### config.mk
export PLATFORM = sky130hd
export DESIGN_NAME = target_config_table
export DESIGN_NICKNAME = d
export VERILOG_FILES = /design/src/rtl/target_config_table.sv
export SDC_FILE = /design/constraint.sdc
export NUM_CORES = 1
export LEC_CHECK = 0
export ABC_AREA = 1
export BUFFER_PORTS_ARGS = -buffer_cell sky130_fd_sc_hd__buf_2
export CORE_ASPECT_RATIO = 0.5
export CORE_MARGIN = 2
export CORE_UTILIZATION = 35
export CTS_CLUSTER_SIZE = 10
export DETAILED_ROUTE_END_ITERATION = 12
export SLEW_MARGIN = 10
export SYNTH_ARGS = -nofsm -noshare
export SYNTH_HDL_FRONTEND = slang
export SYNTH_SLANG_ARGS = --single-unit
### constraint.sdc
create_clock -name clk_i -period 3.5 [get_ports clk_i]
set_clock_uncertainty 0.15 [all_clocks]
set_input_delay 1.05 -clock clk_i [delete_from_list [all_inputs] [get_ports clk_i]]
set_output_delay 1.05 -clock clk_i [all_outputs]
set_load 0.05 [all_outputs]
### src/rtl/target_config_table.sv
// Per-target address/length table: CSR-staged values commit on bus idle, CCC updates apply at once.
// Optional I3C_BCAST_MATCH_EN: lookups of 7'h7E always match slot 0.
module target_config_table #(
  parameter int NumTargets  = 2,
  parameter int LenResetVal = 256,
  localparam int IdxW = (NumTargets > 1) ? $clog2(NumTargets) : 1
) (
  input  logic                      clk_i,
  input  logic                      rst_i,
  input  logic                      bus_idle_i,
  input  logic                      cfg_wr_i,
  input  logic [IdxW-1:0]           cfg_idx_i,
  input  logic [6:0]                cfg_sta_addr_i,
  input  logic                      cfg_sta_valid_i,
  input  logic [6:0]                cfg_dyn_addr_i,
  input  logic                      cfg_dyn_valid_i,
  output logic [NumTargets-1:0]     cfg_pending_o,
  input  logic                      ccc_valid_i,
  input  logic [1:0]                ccc_op_i,
  input  logic [IdxW-1:0]           ccc_idx_i,
  input  logic [15:0]               ccc_data_i,
  output logic                      ccc_err_o,
  input  logic                      addr_valid_i,
  input  logic [6:0]                addr_i,
  output logic                      match_valid_o,
  output logic                      match_o,
  output logic [IdxW-1:0]           match_idx_o,
  output logic [7*NumTargets-1:0]   sta_addr_o,
  output logic [7*NumTargets-1:0]   dyn_addr_o,
  output logic [NumTargets-1:0]     sta_valid_o,
  output logic [NumTargets-1:0]     dyn_valid_o,
  output logic [16*NumTargets-1:0]  mwl_o,
  output logic [16*NumTargets-1:0]  mrl_o
);

  localparam logic [1:0] OpSetDyn = 2'b00;
  localparam logic [1:0] OpRstDaa = 2'b01;
  localparam logic [1:0] OpSetMwl = 2'b10;
  localparam logic [1:0] OpSetMrl = 2'b11;

  logic [6:0]  sta_addr_q [NumTargets];
  logic [6:0]  dyn_addr_q [NumTargets];
  logic        sta_valid_q [NumTargets];
  logic        dyn_valid_q [NumTargets];
  logic [15:0] mwl_q [NumTargets];
  logic [15:0] mrl_q [NumTargets];
  logic [6:0]  stg_sta_addr_q [NumTargets];
  logic [6:0]  stg_dyn_addr_q [NumTargets];
  logic        stg_sta_valid_q [NumTargets];
  logic        stg_dyn_valid_q [NumTargets];
  logic [NumTargets-1:0] pending_q;
  logic                  match_valid_q, match_q, ccc_err_q;
  logic [IdxW-1:0]       match_idx_q;

  logic            cfg_ok, ccc_ok, hit_any;
  logic [IdxW-1:0] hit_idx;

  assign cfg_ok = 32'(cfg_idx_i) < NumTargets;
  assign ccc_ok = 32'(ccc_idx_i) < NumTargets;

  // Lowest index wins: scan high to low so the last hit assigned is the smallest.
  always_comb begin
    hit_any = 1'b0;
    hit_idx = '0;
    for (int k = NumTargets - 1; k >= 0; k--) begin
      if (dyn_valid_q[k] ? (dyn_addr_q[k] == addr_i)
                         : (sta_valid_q[k] && sta_addr_q[k] == addr_i)) begin
        hit_any = 1'b1;
        hit_idx = IdxW'(k);
      end
    end
`ifdef I3C_BCAST_MATCH_EN
    if (addr_i == 7'h7E) begin
      hit_any = 1'b1;
      hit_idx = '0;
    end
`endif
  end

  always_ff @(posedge clk_i) begin
    if (rst_i) begin
      for (int k = 0; k < NumTargets; k++) begin
        sta_addr_q[k]      <= '0;
        dyn_addr_q[k]      <= '0;
        sta_valid_q[k]     <= 1'b0;
        dyn_valid_q[k]     <= 1'b0;
        mwl_q[k]           <= 16'(LenResetVal);
        mrl_q[k]           <= 16'(LenResetVal);
        stg_sta_addr_q[k]  <= '0;
        stg_dyn_addr_q[k]  <= '0;
        stg_sta_valid_q[k] <= 1'b0;
        stg_dyn_valid_q[k] <= 1'b0;
      end
      pending_q     <= '0;
      match_valid_q <= 1'b0;
      match_q       <= 1'b0;
      match_idx_q   <= '0;
      ccc_err_q     <= 1'b0;
    end else begin
      match_valid_q <= addr_valid_i;
      match_q       <= addr_valid_i & hit_any;
      match_idx_q   <= addr_valid_i ? hit_idx : '0;
      ccc_err_q     <= ccc_valid_i && (ccc_op_i != OpRstDaa) && !ccc_ok;
      // Later assignments take priority: commit, then new staging write, then CCC.
      for (int k = 0; k < NumTargets; k++) begin
        if (bus_idle_i && pending_q[k]) begin
          sta_addr_q[k]  <= stg_sta_addr_q[k];
          sta_valid_q[k] <= stg_sta_valid_q[k];
          dyn_addr_q[k]  <= stg_dyn_addr_q[k];
          dyn_valid_q[k] <= stg_dyn_valid_q[k];
          pending_q[k]   <= 1'b0;
        end
        if (cfg_wr_i && cfg_ok && 32'(cfg_idx_i) == k) begin
          stg_sta_addr_q[k]  <= cfg_sta_addr_i;
          stg_sta_valid_q[k] <= cfg_sta_valid_i;
          stg_dyn_addr_q[k]  <= cfg_dyn_addr_i;
          stg_dyn_valid_q[k] <= cfg_dyn_valid_i;
          pending_q[k]       <= 1'b1;
        end
        if (ccc_valid_i) begin
          if (ccc_op_i == OpRstDaa) begin
            dyn_valid_q[k] <= 1'b0;
          end else if (ccc_ok && 32'(ccc_idx_i) == k) begin
            case (ccc_op_i)
              OpSetDyn: begin
                dyn_addr_q[k]  <= ccc_data_i[6:0];
                dyn_valid_q[k] <= 1'b1;
              end
              OpSetMwl: mwl_q[k] <= ccc_data_i;
              OpSetMrl: mrl_q[k] <= ccc_data_i;
              default:  ;
            endcase
          end
        end
      end
    end
  end

  for (genvar k = 0; k < NumTargets; k++) begin : g_out
    assign sta_addr_o[k*7 +: 7]  = sta_addr_q[k];
    assign dyn_addr_o[k*7 +: 7]  = dyn_addr_q[k];
    assign sta_valid_o[k]        = sta_valid_q[k];
    assign dyn_valid_o[k]        = dyn_valid_q[k];
    assign mwl_o[k*16 +: 16]     = mwl_q[k];
    assign mrl_o[k*16 +: 16]     = mrl_q[k];
  end

  assign cfg_pending_o = pending_q;
  assign ccc_err_o     = ccc_err_q;
  assign match_valid_o = match_valid_q;
  assign match_o       = match_q;
  assign match_idx_o   = match_idx_q;

endmodule

==> impl_metrics.ini <==
[timing]
hold_viol_final = 0
period_needed_ns = 2.332
timing.fmax_ghz = 0.4289
setup-violations-final = 0
fin_crit_sh_pct = 66.62
slew_violations = 0
maxSlewHeadroom_pct = 54.26
holdWs_ns = 0.3586
worst_slew_pin_slew_ns = 0.6844
rsz0062_at_grt = false
final.setup.tns_ns = 0

[critical_path]
cp.required_ns = 2.30
endpoint_kind = primary output
crit_path_top_delay_cell = edfxtp_1
worst_setup_path_start_kind = register
cp_data_arrival_time_ns = 1.13
crit_type = register to primary output
crit_chain = buf_2
slowest_delay_ns = 0.43
reg2reg_to = dyn_addr_q[1][3]
cp_top_family = flip-flops
reg2reg_slack_ns = 2.14
crit_buf_inv = 1
regToRegStartpoint = cfg_pending_o[1]
crit_fanout = 3
reg2reg_depth = 6

[power]
powerDensity_nw_per_um2 = 611.1
vdd_drop_max_mv = 0.3143
power_w = 0.004289
seqPwrFrac_pct = 44.7
clkPwrFrac_pct = 42.2
p_switching_w = 0.001179
pwr-share-comb_pct = 13.1
leakage_nw = 3.111
p_sw_share_pct = 27.50
intPower_w = 0.003110

[clocking]
cts_root_buffer = clkbuf_16
cts_sinks = 133
cts_setup_buffers = 0
post_cts_resized = 0
ctsHoldBuffers = 0
cts_max_path_buffers = 2
clkSlewWorstSetupHoldPaths_ns = 0.06
clock_latency_ns = 0.41
tritoncts = done
cts_made_buffers = 17
htree_levels = 4

[synth]
synth_seq_cells = 133
syn_area_um2 = 5477
synth_top_cell_by_area = edfxtp_1
synth_cells = 458
avgSynthCellArea_um2 = 11.96
synth_seq_area_share_pct = 72.01
synth_top_area_share_pct = 70.19
synthTopCellsByArea = edfxtp_1 (70%), inv_1 (5.2%), nand2_1 (5.0%)
synthDistinctLibCells = 29
yosysWarningCount = 0
syn-num-nets = 507

[cells_and_area]
drive_gt1_share_pct = 35.18
nets = 667
fill_cells = 1432
stdcell_count = 835
diodes = 0
layout_common_cells = buf_2 (149), edfxtp_1 (128), inv_1 (76)
final_common_cell = buf_2
area_growth_pct = 28.17

[routing]
routed_via_density = 4.317
drc = 0
drt-initial-drc-count = 181
drt-total-wl_mm = 12.50
detail_route.first_pass.iterations = 5
post_drt_wl_per_cell_um = 14.97
vias = 3605
postRouteAntennaNets = 0

[global_routing]
grtUsageTotal_pct = 15.59
grt-ovfl-total = 0
grt_max_degree = 20
grt_pass1_wl_mm = 19.52
antenna_found_initial = 0
grt_pass1_vias = 3625

[worst_hold_path]
min_from = cfg_pending_o[0]
whs_endpoint = cfg_pending_o[0]
hold_class = register to register
holdPathStages = 2

[outcome]
status = finished clean

[floorplan]
row_count = 32
coreArea_um2 = 15330
die_w_um = 180.9
initial_core_util_pct = 35.71
io_pins = 151
die_area_um2 = 16720
die_h_um = 92.45

[place]
placedCellCount = 803
place_congestion = 0.8799
io_buffers = 149
dp_hpwl_mm = 9.208

[job]
max-cap-violations = 0
[logic make-up after synthesis]
family | Yosys count | share of synthesized area (%)
AOI/OAI and AO/OA | 26 | 2.833
DFF | 133 | 72.01
xor gates and xnor gates | 12 | 1.919
buffers and inverters | 98 | 7.813
other | 1 | 0.06847
and+or+nand+nor | 188 | 15.35
[registers in the layout, summed over array words and instances, names as in the netlist]
signal           flops
stg_dyn_valid_q      2
stg_sta_valid_q      2
stg_dyn_addr_q      14
mwl_q               32
dyn_addr_q          14
mrl_q               32
cfg_pending_o        2
match_valid_o        1
stg_sta_addr_q      14
sta_valid_q          2
match_idx_o          1
sta_addr_q          14
dyn_valid_q          2
match_o              1
[metrics by stage]
stage / cell area (µm²) / worst slack [ns] / util [%]
after floorplan: 5477 / 0.5138 / -
after global placement: 6415 / 0.9937 / 41.83
after detailed placement: 6415 / 0.9288 / 41.83
after CTS: 7019 / 1.168 / 45.77
after global routing: 7019 / 1.144 / 45.77
final: 7019 / 1.168 / 45.77
[Yosys cell counts (all sizes together)]
master,instances
nand2,76
dfxtp,5
nand4,3
buf,9
clkbuf,3
a21oi,15
edfxtp,128
o31ai,1
nor2,87
nand3,22
clkinv,1
inv,85
o21ai,10
conb,1
xnor2,12
[metal layers]
metal / GRT usage [%] / vias to the layer above / part of all wire [%]
met2: 26.36 / 112 / 48
met5: 0 / - / 0
met3: 4.090 / 27 / 6.5
met4: 6.452 / 0 / 2.2
met1: 19.14 / 1664 / 43
li1: - / 1802 / -
[final cells by class]
| type | instances | area, µm² | share of cell area, % |
|---|---|---|---|
| clock buffer | 17 | 425.4 | 6.061 |
| clock inverter | 15 | 178.9 | 2.549 |
| sequential | 133 | 3944 | 56.19 |
| tap | 204 | 255.2 | 3.636 |
| multi-input combinational | 227 | 1110 | 15.81 |
| timing repair buffer | 153 | 775.7 | 11.05 |
| inverter | 86 | 330.3 | 4.706 |
[how the worst max path moves through the flow]
| stage | depth (start not counted) | from | slack (ns) | end |
|---|---|---|---|---|
| after global routing | 1 | dyn_addr_q[0][0] | 1.14 | dyn_addr_o[0] |
| after detailed placement | 6 | rst_i | 0.93 | dyn_addr_q[1][4] |
| after floorplan | 2 | ccc_valid_i | 0.51 | mrl_q[0][0] |
| after global placement | 6 | rst_i | 0.99 | dyn_addr_q[1][5] |
| after CTS | 1 | dyn_addr_q[0][0] | 1.17 | dyn_addr_o[0] |
| final | 1 | dyn_addr_q[0][0] | 1.17 | dyn_addr_o[0] |
[power groups by stage]
| stage | Clock [W] | Combinational, W | Sequential, W |
|---|---|---|---|
| 2_1_floorplan | 0 | 0.000146 | 0.00221 |
| 3_3_place_gp | 0 | 0.000564 | 0.00195 |
| 3_5_place_dp | 0 | 0.000568 | 0.00195 |
| 4_1_cts | 0.00183 | 0.000570 | 0.00192 |
| 5_1_grt | 0.00192 | 0.000601 | 0.00193 |
| 6_report | 0.00181 | 0.000564 | 0.00192 |
Power figures use the tool's default switching activity.
